==> src/rtl/dmem_pkg.sv <==
// rtl/dmem_pkg.sv - shared mode encodings and access helpers for the data memory arbiter
package dmem_pkg;

    typedef enum logic [2:0] {
        MODE_BYTE  = 3'b000,
        MODE_HALF  = 3'b001,
        MODE_WORD  = 3'b010,
        MODE_UBYTE = 3'b011,
        MODE_UHALF = 3'b100
    } mem_mode_e;

    typedef enum logic {
        OWNER_LSU = 1'b0,
        OWNER_DMA = 1'b1
    } owner_e;

    // Illegal codes report size 1 so the range check stays well defined.
    function automatic logic [2:0] size_of(input logic [2:0] mode);
        case (mode)
            MODE_HALF, MODE_UHALF: size_of = 3'd2;
            MODE_WORD:             size_of = 3'd4;
            default:               size_of = 3'd1;
        endcase
    endfunction

    // Unsigned modes only make sense for loads.
    function automatic logic is_legal(input logic [2:0] mode, input logic we);
        case (mode)
            MODE_BYTE, MODE_HALF, MODE_WORD: is_legal = 1'b1;
            MODE_UBYTE, MODE_UHALF:          is_legal = !we;
            default:                         is_legal = 1'b0;
        endcase
    endfunction

endpackage

==> src/rtl/dmem_arbiter_if.sv <==
// rtl/dmem_arbiter_if.sv - one requester's request/response channel into the arbiter
interface dmem_req_if;
    logic        req_valid;
    logic        req_ready;
    logic        we;
    logic [31:0] addr;
    logic [31:0] wdata;
    logic [2:0]  mode;
    logic        rsp_valid;
    logic [31:0] rsp_rdata;
    logic        rsp_err;

    modport master (
        output req_valid, we, addr, wdata, mode,
        input  req_ready, rsp_valid, rsp_rdata, rsp_err
    );

    modport slave (
        input  req_valid, we, addr, wdata, mode,
        output req_ready, rsp_valid, rsp_rdata, rsp_err
    );
endinterface

==> src/rtl/dmem_arbiter_check.sv <==
// rtl/dmem_arbiter_check.sv - combinational legality, alignment and range check of one access
module dmem_access_check
    import dmem_pkg::*;
#(
    parameter int unsigned DMEM_BYTES = 100
) (
    input  logic [31:0] i_addr,
    input  logic [2:0]  i_mode,
    input  logic        i_we,
    output logic        o_err
);

    logic [32:0] w_last;
    logic        w_align_err;
    logic        w_range_err;

    // 33-bit sum so an address near 2^32 cannot wrap back into range.
    assign w_last      = {1'b0, i_addr} + {30'd0, size_of(i_mode)} - 33'd1;
    assign w_range_err = (w_last >= 33'(DMEM_BYTES));

    always_comb begin
        w_align_err = 1'b0;
        case (i_mode)
            MODE_HALF, MODE_UHALF: w_align_err = i_addr[0];
            MODE_WORD:             w_align_err = |i_addr[1:0];
            default:               w_align_err = 1'b0;
        endcase
    end

    assign o_err = !is_legal(i_mode, i_we) || w_align_err || w_range_err;

endmodule

==> src/rtl/dmem_arbiter.sv <==
// rtl/dmem_arbiter.sv - LSU-priority arbiter for the shared data memory with DMA starvation guard
module dmem_arbiter
    import dmem_pkg::*;
#(
    parameter int unsigned DMEM_BYTES = 100,
    parameter int unsigned MAX_WAIT   = 4
) (
    input  logic        clk,
    input  logic        rst_n,
    dmem_req_if.slave   lsu,
    dmem_req_if.slave   dma,
    output logic        o_mem_wr_en,
    output logic        o_mem_rd_en,
    output logic [31:0] o_mem_addr,
    output logic [31:0] o_mem_wdata,
    output logic [2:0]  o_mem_mode,
    input  logic [31:0] i_mem_rdata
);

    localparam logic [3:0] LP_MAX_WAIT = 4'(MAX_WAIT);

    logic [3:0]  r_starve_cnt;
    logic        r_rsp_valid;
    owner_e      r_rsp_owner;
    logic        r_rsp_err;
    logic [31:0] r_rsp_rdata;

    logic        w_lsu_gnt;
    logic        w_dma_gnt;
    logic        w_accept;
    logic        w_we;
    logic [31:0] w_addr;
    logic [31:0] w_wdata;
    logic [2:0]  w_mode;
    logic        w_chk_err;
    logic        w_lsu_rsp;
    logic        w_dma_rsp;

    // Gating with rst_n keeps every combinational output at 0 while reset is held.
    always_comb begin
        w_dma_gnt = rst_n && dma.req_valid && (!lsu.req_valid || (r_starve_cnt == LP_MAX_WAIT));
        w_lsu_gnt = rst_n && lsu.req_valid && !w_dma_gnt;
        w_accept  = w_lsu_gnt || w_dma_gnt;
        w_we      = 1'b0;
        w_addr    = '0;
        w_wdata   = '0;
        w_mode    = '0;
        if (w_lsu_gnt) begin
            w_we    = lsu.we;
            w_addr  = lsu.addr;
            w_wdata = lsu.wdata;
            w_mode  = lsu.mode;
        end else if (w_dma_gnt) begin
            w_we    = dma.we;
            w_addr  = dma.addr;
            w_wdata = dma.wdata;
            w_mode  = dma.mode;
        end
    end

    dmem_access_check #(
        .DMEM_BYTES(DMEM_BYTES)
    ) u_check (
        .i_addr (w_addr),
        .i_mode (w_mode),
        .i_we   (w_we),
        .o_err  (w_chk_err)
    );

    assign lsu.req_ready = w_lsu_gnt;
    assign dma.req_ready = w_dma_gnt;
    assign o_mem_addr    = w_addr;
    assign o_mem_wdata   = w_wdata;
    assign o_mem_mode    = w_mode;
    assign o_mem_wr_en   = w_accept && w_we && !w_chk_err;
    assign o_mem_rd_en   = w_accept && !w_we && !w_chk_err;

    always_ff @(posedge clk or negedge rst_n) begin
        if (!rst_n) begin
            r_starve_cnt <= '0;
            r_rsp_valid  <= 1'b0;
            r_rsp_owner  <= OWNER_LSU;
            r_rsp_err    <= 1'b0;
            r_rsp_rdata  <= '0;
        end else begin
            if (!dma.req_valid || w_dma_gnt) begin
                r_starve_cnt <= '0;
            end else if (w_lsu_gnt && (r_starve_cnt != LP_MAX_WAIT)) begin
                r_starve_cnt <= r_starve_cnt + 4'd1;
            end
            r_rsp_valid <= w_accept;
            if (w_accept) begin
                r_rsp_owner <= w_dma_gnt ? OWNER_DMA : OWNER_LSU;
                r_rsp_err   <= w_chk_err;
                r_rsp_rdata <= o_mem_rd_en ? i_mem_rdata : 32'd0;
            end
        end
    end

    assign w_lsu_rsp     = r_rsp_valid && (r_rsp_owner == OWNER_LSU);
    assign w_dma_rsp     = r_rsp_valid && (r_rsp_owner == OWNER_DMA);
    assign lsu.rsp_valid = w_lsu_rsp;
    assign lsu.rsp_rdata = w_lsu_rsp ? r_rsp_rdata : 32'd0;
    assign lsu.rsp_err   = w_lsu_rsp && r_rsp_err;
    assign dma.rsp_valid = w_dma_rsp;
    assign dma.rsp_rdata = w_dma_rsp ? r_rsp_rdata : 32'd0;
    assign dma.rsp_err   = w_dma_rsp && r_rsp_err;

endmodule

==> src/flat_wrapper.sv <==
// flat-port wrapper written by rule: the top's interface ports become plain ports
module dmem_arbiter_flat import dmem_pkg::*;
#(
    parameter int unsigned DMEM_BYTES = 100,
    parameter int unsigned MAX_WAIT   = 4
)
  (clk, rst_n, o_mem_wr_en, o_mem_rd_en, o_mem_addr, o_mem_wdata, o_mem_mode, i_mem_rdata, lsu_req_valid, lsu_we, lsu_addr, lsu_wdata, lsu_mode, lsu_req_ready, lsu_rsp_valid, lsu_rsp_rdata, lsu_rsp_err, dma_req_valid, dma_we, dma_addr, dma_wdata, dma_mode, dma_req_ready, dma_rsp_valid, dma_rsp_rdata, dma_rsp_err);
  dmem_req_if lsu_i ();
  dmem_req_if dma_i ();
  input  logic clk;
  input  logic rst_n;
  output logic o_mem_wr_en;
  output logic o_mem_rd_en;
  output logic [31:0] o_mem_addr;
  output logic [31:0] o_mem_wdata;
  output logic [2:0] o_mem_mode;
  input  logic [31:0] i_mem_rdata;
  input wire logic [$bits(lsu_i.req_valid)-1:0] lsu_req_valid;
  input wire logic [$bits(lsu_i.we)-1:0] lsu_we;
  input wire logic [$bits(lsu_i.addr)-1:0] lsu_addr;
  input wire logic [$bits(lsu_i.wdata)-1:0] lsu_wdata;
  input wire logic [$bits(lsu_i.mode)-1:0] lsu_mode;
  output wire logic [$bits(lsu_i.req_ready)-1:0] lsu_req_ready;
  output wire logic [$bits(lsu_i.rsp_valid)-1:0] lsu_rsp_valid;
  output wire logic [$bits(lsu_i.rsp_rdata)-1:0] lsu_rsp_rdata;
  output wire logic [$bits(lsu_i.rsp_err)-1:0] lsu_rsp_err;
  input wire logic [$bits(dma_i.req_valid)-1:0] dma_req_valid;
  input wire logic [$bits(dma_i.we)-1:0] dma_we;
  input wire logic [$bits(dma_i.addr)-1:0] dma_addr;
  input wire logic [$bits(dma_i.wdata)-1:0] dma_wdata;
  input wire logic [$bits(dma_i.mode)-1:0] dma_mode;
  output wire logic [$bits(dma_i.req_ready)-1:0] dma_req_ready;
  output wire logic [$bits(dma_i.rsp_valid)-1:0] dma_rsp_valid;
  output wire logic [$bits(dma_i.rsp_rdata)-1:0] dma_rsp_rdata;
  output wire logic [$bits(dma_i.rsp_err)-1:0] dma_rsp_err;
  assign lsu_i.req_valid = lsu_req_valid;
  assign lsu_i.we = lsu_we;
  assign lsu_i.addr = lsu_addr;
  assign lsu_i.wdata = lsu_wdata;
  assign lsu_i.mode = lsu_mode;
  assign lsu_req_ready = lsu_i.req_ready;
  assign lsu_rsp_valid = lsu_i.rsp_valid;
  assign lsu_rsp_rdata = lsu_i.rsp_rdata;
  assign lsu_rsp_err = lsu_i.rsp_err;
  assign dma_i.req_valid = dma_req_valid;
  assign dma_i.we = dma_we;
  assign dma_i.addr = dma_addr;
  assign dma_i.wdata = dma_wdata;
  assign dma_i.mode = dma_mode;
  assign dma_req_ready = dma_i.req_ready;
  assign dma_rsp_valid = dma_i.rsp_valid;
  assign dma_rsp_rdata = dma_i.rsp_rdata;
  assign dma_rsp_err = dma_i.rsp_err;
  dmem_arbiter #(.DMEM_BYTES(DMEM_BYTES), .MAX_WAIT(MAX_WAIT)) u_core (.clk(clk), .rst_n(rst_n), .lsu(lsu_i), .dma(dma_i), .o_mem_wr_en(o_mem_wr_en), .o_mem_rd_en(o_mem_rd_en), .o_mem_addr(o_mem_addr), .o_mem_wdata(o_mem_wdata), .o_mem_mode(o_mem_mode), .i_mem_rdata(i_mem_rdata));
endmodule
==> config.mk <==
export PLATFORM = sky130hd
export DESIGN_NAME = dmem_arbiter_flat
export DESIGN_NICKNAME = d
export VERILOG_FILES = /design/src/rtl/dmem_pkg.sv /design/src/rtl/dmem_arbiter_if.sv /design/src/rtl/dmem_arbiter_check.sv /design/src/rtl/dmem_arbiter.sv /design/src/flat_wrapper.sv
export SDC_FILE = /design/constraint.sdc
export NUM_CORES = 1
export LEC_CHECK = 0
export ABC_AREA = 1
export CORE_AREA = 3 3 119 121
export CTS_CLUSTER_SIZE = 30
export DETAILED_ROUTE_END_ITERATION = 8
export DIE_AREA = 0 0 122 124
export DONT_BUFFER_PORTS = 1
export GPL_ROUTABILITY_DRIVEN = 0
export RECOVER_POWER = 100
export REMOVE_ABC_BUFFERS = 1
export SLEW_MARGIN = 20
export SYNTH_ARGS = -nofsm -noshare
export SYNTH_HDL_FRONTEND = slang
export SYNTH_SLANG_ARGS = --single-unit
==> constraint.sdc <==
create_clock -name clk -period 7.09 [get_ports clk]
set_input_delay 1.0635 -clock clk [delete_from_list [all_inputs] [get_ports clk]]
set_output_delay 1.0635 -clock clk [all_outputs]
set_load 0.005 [all_outputs]
### Word-level counts from Yosys, hierarchy flattened

Cells that the tools add are included.

* add/subtract/negate cells: 3
* multipliers: 0
* div/mod/pow operators: 0
* order comparisons: 1
* eq/ne operators: 6
* shift-type cells: 0
* muxes and demuxes: 17
* bitwise operators: 1
* reduce and logical (&&, ||, !) cells: 30

Operators by type and width (number)
* 32-bit 2-to-1 mux: 7
* 32-bit by 3-bit adder with 33-bit output: 1
* 33-bit by 7-bit greater-or-equal comparator with 1-bit output, second input constant: 1
* 33-bit by 1-bit subtractor with 33-bit output, second input constant: 1
* 1-bit logical AND: 13
* 4-bit 2-to-1 mux: 2
* 3-bit by 2-bit equality test with 1-bit output, second input constant: 2
* 1-bit logical NOT: 6
* 3-bit 2-to-1 mux: 2
* 3-bit case mux with 2 select lines: 1
* 2-bit OR reduction: 3
* 1-bit logical OR: 5
* 4-bit by 1-bit adder with 4-bit output, second input constant: 1
* 4-bit by 3-bit equality test with 1-bit output, second input constant: 1
* 4-bit by 3-bit inequality test with 1-bit output, second input constant: 1
* 1-bit case mux with 2 select lines: 2
* 3-bit by 1-bit equality test with 1-bit output, second input constant: 1
* 3-bit equality test, second input constant: 1
* 3-bit logical NOT: 1
* 1-bit 2-to-1 mux: 3
* 3-bit OR reduction: 1
* 2-bit nonzero test: 1
* 1-bit inverter: 1

* register bits after elaboration: 39
* latch bits: 0
* memory bits (writable): 0
* memory bits (read-only): 0
* input bits: 172
* output and inout bits: 139
* word-level logic and storage cells: 63
* memories: 0

### Longest topological paths before layout

* depth after elaboration: 16
* gate-level depth with buffers: 35
* depth with buffers taken out: 35

### By module

Synthesis repeated with hierarchy kept, for this count alone.

* cell total of the unflattened synthesis: 1157
* area total of the unflattened synthesis: 6019.5 um^2

Modules (own cells, without submodules)
* dmem_access_check: times used 1, cells each 641, area each 3014.1 um^2, seq. area each 0.0 um^2
* dmem_arbiter: times used 1, cells each 516, area each 3005.4 um^2, seq. area each 975.9 um^2

### Worst setup path before layout

Ideal clock, no wire load.

* path type: in2out
* start: in rst_n
* end: out o_mem_wr_en
* arrival: 3.957 ns
* data required time: 6.026 ns
* setup slack: 2.069 ns
* cell stages on the path: 28
* cell sequence: nand2_1 -> inv_2 -> nand2_4 -> buf_2 -> o22ai_1 -> inv_1 -> ha_1 -> inv_1 -> ha_1 -> inv_1 -> fa_1 -> inv_1 -> nand3_1 -> nand2_2 -> nand2_1 -> nand2_1 -> nand2_1 -> nand2_1 -> nand2_1 -> nand2_1 -> nand2_1 -> nor2_1 -> nand2_1 -> nor2_1 -> nand2_1 -> nor2_1 -> nand4_1 -> nor2_1

* elaborated cells on any way between the ends: 34
* classes of those cells: add/sub (2); order compare (1); eq/ne (4); mux (9); reduce/logical (18)

RTL lines
* start, declared: line flat_wrapper.sv:11 `input logic rst_n;`
* 1-bit logical AND (2 in a row): line dmem_arbiter.sv:41 `w_dma_gnt = rst_n && dma.req_valid && (!lsu.req_valid || (r_starve_cnt == LP_MAX_WAIT));`
* 1-bit logical NOT: line dmem_arbiter.sv:42 `w_lsu_gnt = rst_n && lsu.req_valid && !w_dma_gnt;`
* 1-bit logical AND: line dmem_arbiter.sv:42
* 32-bit 2-to-1 mux *: line dmem_arbiter.sv:48 `if (w_lsu_gnt) begin`
* net o_mem_addr[1]: line flat_wrapper.sv:14 `output logic [31:0] o_mem_addr;`
* 32-bit by 3-bit adder with 33-bit output / 2-bit OR reduction (equally long branches): line dmem_arbiter_check.sv:18, dmem_arbiter_check.sv:25
* 33-bit by 1-bit subtractor with 33-bit output / 1-bit case mux with 2 select lines (equally long branches): line dmem_arbiter_check.sv:18, dmem_arbiter_check.sv:23
* 33-bit by 7-bit greater-or-equal comparator with 1-bit output / 1-bit logical OR (equally long branches): line dmem_arbiter_check.sv:19, dmem_arbiter_check.sv:30
* 1-bit logical OR *: line dmem_arbiter_check.sv:30 `assign o_err = !is_legal(i_mode, i_we) || w_align_err || w_range_err;`
* 1-bit logical NOT *: line dmem_arbiter.sv:75 `assign o_mem_wr_en = w_accept && w_we && !w_chk_err;`
* 1-bit logical AND *: line dmem_arbiter.sv:75
* end, declared: line flat_wrapper.sv:12 `output logic o_mem_wr_en;`

The timed path passes the listed nets; every way through them passes the cells marked *.

### Worst setup path after layout

* start: in rst_n
* end: out o_mem_wr_en

* cells in the longest elaborated chain, start to end: 14
* elaborated cells on any way between the ends: 34
* classes of those cells: add/sub (2); order compare (1); eq/ne (4); mux (9); reduce/logical (18)

RTL lines
* 1-bit logical AND (2 in a row): line dmem_arbiter.sv:41
* 1-bit logical NOT: line dmem_arbiter.sv:42
* 1-bit logical AND: line dmem_arbiter.sv:42
* 3-bit 2-to-1 mux: line dmem_arbiter.sv:48
* 3-bit equality test / 3-bit by 1-bit equality test with 1-bit output (equally long branches): line dmem_pkg.sv:19, dmem_pkg.sv:28, dmem_arbiter_check.sv:23
* 2-bit OR reduction: line dmem_pkg.sv:19, dmem_arbiter_check.sv:23
* 3-bit case mux with 2 select lines: line dmem_pkg.sv:19 `case (mode)`
* 32-bit by 3-bit adder with 33-bit output: line dmem_arbiter_check.sv:18 `assign w_last = {1'b0, i_addr} + {30'd0, size_of(i_mode)} - 33'd1;`
* 33-bit by 1-bit subtractor with 33-bit output: line dmem_arbiter_check.sv:18
* 33-bit by 7-bit greater-or-equal comparator with 1-bit output: line dmem_arbiter_check.sv:19 `assign w_range_err = (w_last >= 33'(DMEM_BYTES));`
* 1-bit logical OR: line dmem_arbiter_check.sv:30
* 1-bit logical NOT: line dmem_arbiter.sv:75
* 1-bit logical AND *: line dmem_arbiter.sv:75

Every way passes the cells marked *; elsewhere a longest branch is shown, timed or not.

==> report_table.html <==
<table>
<tr><th>Metric</th><th>Value</th></tr>
<tr><th colspan="2">Yosys</th></tr>
<tr><td>Number of synthesized flops with an enable pin</td><td>0</td></tr>
<tr><td>Library cell occupying the most area in the post-synthesis netlist</td><td>sky130_fd_sc_hd__nand2_1</td></tr>
<tr><td>Commonest register cell after synthesis</td><td>sky130_fd_sc_hd__dfrtp_1</td></tr>
<tr><td>Async set-reset flop share out of synthesis</td><td>100.0%</td></tr>
<tr><td>Total of flip-flops plus latches after synthesis</td><td>39</td></tr>
<tr><td>Mean instance size in the synthesized netlist</td><td>5.504 um2</td></tr>
<tr><td>Count leader, synth</td><td>sky130_fd_sc_hd__nand2_1</td></tr>
<tr><td>Most area-consuming cells after synthesis</td><td>sky130_fd_sc_hd__nand2_1 20%, sky130_fd_sc_hd__dfrtp_1 16%, sky130_fd_sc_hd__inv_1 16%, sky130_fd_sc_hd__nor2_1 9.0%, sky130_fd_sc_hd__ha_1 7.5%</td></tr>
<tr><td>Number of standard cells after synthesis</td><td>1088</td></tr>
<tr><td>Number of warning messages in the yosys log</td><td>0</td></tr>
<tr><td>Summed instance area of the synthesized netlist</td><td>5988 um2</td></tr>
<tr><td>Cell types with the highest counts after synthesis</td><td>326 x sky130_fd_sc_hd__nand2_1, 251 x sky130_fd_sc_hd__inv_1, 143 x sky130_fd_sc_hd__nor2_1</td></tr>
<tr><td>Register area share after synthesis</td><td>16.30%</td></tr>
<tr><td>Number of library cell types mapped by synthesis</td><td>40</td></tr>
<tr><td>Share of the synthesized area in the top cell type</td><td>20.43%</td></tr>
<tr><th colspan="2">STA</th></tr>
<tr><td>Final setup violation count</td><td>0</td></tr>
<tr><td>Setup Skew</td><td>0.003504 ns</td></tr>
<tr><td>Slew margin rel.</td><td>-6.319%</td></tr>
<tr><td>Worst-margin pin slew</td><td>1.595 ns</td></tr>
<tr><td>Number of hold violations in the final report</td><td>0</td></tr>
<tr><td>Part of the cycle the worst path needs</td><td>85.29%</td></tr>
<tr><td>Maximum operating frequency</td><td>0.1654 GHz</td></tr>
<tr><td>Unrepaired setup endpoints after global routing</td><td>false</td></tr>
<tr><td>Accumulated negative setup slack</td><td>0 ns</td></tr>
<tr><td>Max Transition Viols Final</td><td>36</td></tr>
<tr><td>Crit path time final</td><td>6.047 ns</td></tr>
<tr><td>Post-layout worst setup margin</td><td>1.043 ns</td></tr>
<tr><th colspan="2">Drt</th></tr>
<tr><td>Detailed Route Iter0 Violations</td><td>374</td></tr>
<tr><td>Aggregate routed wire length</td><td>18.64 mm</td></tr>
<tr><td>Post-route antenna net violation count</td><td>0</td></tr>
<tr><td>Vias after detailed routing</td><td>6449</td></tr>
<tr><td>Residual DRC</td><td>0</td></tr>
<tr><td>Vias per cell</td><td>5.180</td></tr>
<tr><td>Routed WL per cell</td><td>14.97 um</td></tr>
<tr><td>Detailed-router iteration count before antenna repair</td><td>5</td></tr>
<tr><th colspan="2">Placement</th></tr>
<tr><td>Number of placed cells counting well taps</td><td>1237</td></tr>
<tr><td>Setup WS pre-CTS</td><td>1.037 ns</td></tr>
<tr><td>Sum of net half-perimeters after detailed placement</td><td>15.51 mm</td></tr>
<tr><td>Count of input and output buffers</td><td>0</td></tr>
<tr><th colspan="2">Worst setup path</th></tr>
<tr><td>Crit path DAT</td><td>4.98 ns</td></tr>
<tr><td>CP Data Required Time</td><td>6.03 ns</td></tr>
<tr><td>R2R Path End</td><td>u_core.r_rsp_err$_DFFE_PN0N_</td></tr>
<tr><td>WS Path Type</td><td>in -&gt; out</td></tr>
<tr><td>Number of cells traversed by the worst register-to-register path</td><td>31</td></tr>
<tr><td>Critical path fanouts, max</td><td>42</td></tr>
<tr><td>Critical path's most frequent cell</td><td>sky130_fd_sc_hd__nand2_1</td></tr>
<tr><td>Slack of the worst reg-to-reg path</td><td>1.46 ns</td></tr>
<tr><td>Launching point of the worst reg2reg path</td><td>u_core.r_starve_cnt[0]$_DFFE_PN0P_</td></tr>
<tr><td>Standard cell with the maximum stage delay on the critical path</td><td>sky130_fd_sc_hd__inv_2</td></tr>
<tr><td>Critical path capture point type</td><td>primary output</td></tr>
<tr><td>Launching element type of the critical path</td><td>input pin</td></tr>
<tr><td>CP peak stage delay</td><td>0.44 ns</td></tr>
<tr><th colspan="2">Final layout</th></tr>
<tr><td>Layout filler cell count</td><td>1546</td></tr>
<tr><td>Final layout net count</td><td>1277</td></tr>
<tr><td>Number of diodes added for antenna fixing</td><td>0</td></tr>
<tr><td>Area added between synthesis and finish</td><td>3.886%</td></tr>
<tr><td>Fraction of layout cells with a size suffix above 1</td><td>4.303%</td></tr>
<tr><td>Final instance count without filler cells</td><td>1245</td></tr>
<tr><th colspan="2">GRT</th></tr>
<tr><td>Congestion Overflow GR</td><td>0</td></tr>
<tr><td>Gr usage total</td><td>23.20%</td></tr>
<tr><td>Number of global-route vias before repair</td><td>5930</td></tr>
<tr><td>Largest net degree at the start of global routing</td><td>43</td></tr>
<tr><td>Initial antenna violation count</td><td>0</td></tr>
<tr><td>First-pass GRT wire length</td><td>28.53 mm</td></tr>
<tr><th colspan="2">Floorplanning</th></tr>
<tr><td>Site Rows</td><td>42</td></tr>
<tr><td>Die ar.</td><td>15130 um2</td></tr>
<tr><td>Initial cell density of the core</td><td>45.40%</td></tr>
<tr><td>Core outline area</td><td>13190 um2</td></tr>
<tr><td>Top-Level Pins</td><td>311</td></tr>
<tr><td>Width of the chip</td><td>122 um</td></tr>
<tr><td>Die H</td><td>124 um</td></tr>
<tr><th colspan="2">Clock network</th></tr>
<tr><td>TritonCTS Sinks</td><td>39</td></tr>
<tr><td>Number of buffers between clock root and the deepest sink</td><td>2</td></tr>
<tr><td>Hold-fix buffers, CTS</td><td>0</td></tr>
<tr><td>Total setup buffers inserted after CTS</td><td>0</td></tr>
<tr><td>TritonCTS clock tree</td><td>built</td></tr>
<tr><td>Clock buffers created by TritonCTS</td><td>5</td></tr>
<tr><td>Root Buffer Master</td><td>sky130_fd_sc_hd__clkbuf_16</td></tr>
<tr><td>Clock slew at reported path FFs</td><td>0.06 ns</td></tr>
<tr><td>Worst skew pair latency</td><td>0.28 ns</td></tr>
<tr><td>Cells resized by post-CTS repair</td><td>0</td></tr>
<tr><td>H-tree levels</td><td>2</td></tr>
<tr><th colspan="2">Job</th></tr>
<tr><td>Number of max-cap violations</td><td>1</td></tr>
<tr><th colspan="2">Power</th></tr>
<tr><td>Worst vdd ir</td><td>0.09318 mV</td></tr>
<tr><td>Power per unit of standard cell area</td><td>159.4 nW/um2</td></tr>
<tr><td>Power after layout</td><td>991.5 uW</td></tr>
<tr><td>Reported leakage power</td><td>3.641 nW</td></tr>
<tr><th colspan="2">Run status</th></tr>
<tr><td>Violated checks</td><td>max-capacitance violations, max-slew violations</td></tr>
<tr><td>Outcome</td><td>complete, but fails checks</td></tr>
<tr><th colspan="2">Hold path</th></tr>
<tr><td>Tightest Hold Check Type</td><td>in -&gt; async</td></tr>
</table>
-- registers in the layout (all words and copies together) (netlist names) --
name and flops:
u_core.r_rsp_rdata 32, u_core.r_starve_cnt 4, u_core.r_rsp_err 1, u_core.r_rsp_owner 1, u_core.r_rsp_valid 1
-- per-stage QoR --
| stage | util, % | area [um2] | hold WS [ns] |
|---|---|---|---|
| after CTS | 47.32 | 6241 | 0.4695 |
| final | 47.16 | 6221 | 0.4729 |
| after floorplan | - | 5826 | 0.4494 |
| after global routing | 47.16 | 6221 | 0.4641 |
| after detailed placement | 46.10 | 6081 | 0.4654 |
| after global placement | 46.10 | 6081 | 0.4634 |
-- logic make-up after synthesis --
family | count (synthesis) | synth area share (%)
AND/OR/NAND/NOR | 615 | 44.65
buffers and inverters | 290 | 18.95
AO/OA/AOI/OAI | 101 | 11.37
flip-flops | 39 | 16.30
adder cells (fa/ha/maj) | 37 | 7.856
XOR/XNOR | 6 | 0.8776
-- power breakdown --
part           internal, mW  leakage (nW)  switching, mW
logic                 0.167          3.03          0.358
registers             0.227         0.535        0.00280
clock network         0.149        0.0761         0.0866
-- how the worst max path moves through the flow --
stage | start | endpoint | slack, ns | depth (start not counted)
6_report | rst_n | o_mem_wr_en | 1.04 | 28
5_1_grt | rst_n | o_mem_rd_en | 0.40 | 28
4_1_cts | rst_n | o_mem_wr_en | 1.04 | 28
3_5_place_dp | rst_n | o_mem_wr_en | 1.04 | 28
3_3_place_gp | rst_n | o_mem_wr_en | 1.15 | 28
2_1_floorplan | rst_n | o_mem_wr_en | 1.62 | 31
-- layout by cell type (no fill, tap or decap), types with 5 or more instances in the layout --
cell type,count
sky130_fd_sc_hd__inv_2,5
sky130_fd_sc_hd__o21ai_0,8
sky130_fd_sc_hd__nand2_1,329
sky130_fd_sc_hd__nor2_1,141
sky130_fd_sc_hd__inv_1,253
sky130_fd_sc_hd__clkbuf_16,5
sky130_fd_sc_hd__nand2_2,11
sky130_fd_sc_hd__nand4_1,46
sky130_fd_sc_hd__ha_1,36
sky130_fd_sc_hd__xor2_1,5
sky130_fd_sc_hd__nand3_2,5
sky130_fd_sc_hd__nand3_1,48
sky130_fd_sc_hd__dfrtp_1,39
sky130_fd_sc_hd__nand3b_1,10
sky130_fd_sc_hd__a21oi_1,24
sky130_fd_sc_hd__nor3_1,5
sky130_fd_sc_hd__nor2_2,7
sky130_fd_sc_hd__o22ai_1,27
sky130_fd_sc_hd__a22o_1,32
-- cell type report --
cell class | instances | area [um2] | area share (%)
Inverter | 259 | 972.2 | 15.63
Multi-Input combinational cell | 759 | 3870 | 62.21
Sequential cell | 39 | 975.9 | 15.69
Clock inverter | 1 | 7.507 | 0.1207
Timing Repair Buffer | 4 | 22.52 | 0.3620
Tap cell | 176 | 220.2 | 3.540
Clock buffer | 7 | 152.6 | 2.454
-- worst max-delay path, delay by kind of cell --
family          cells  cell delay, ns
compound gates      1            0.17
fa+ha+maj           3            0.82
buf+inv             5            0.77
simple gates       19            2.11
-- layer usage --
layer	vias up	global-route usage [%]	part of all wire [%]
met5	-	0	0
met4	0	4.762	2.0
met3	24	3.043	5.9
met2	213	40.92	48
met1	2889	30.47	44
li1	3323	-	-
(Power assumes the default switching activity.)
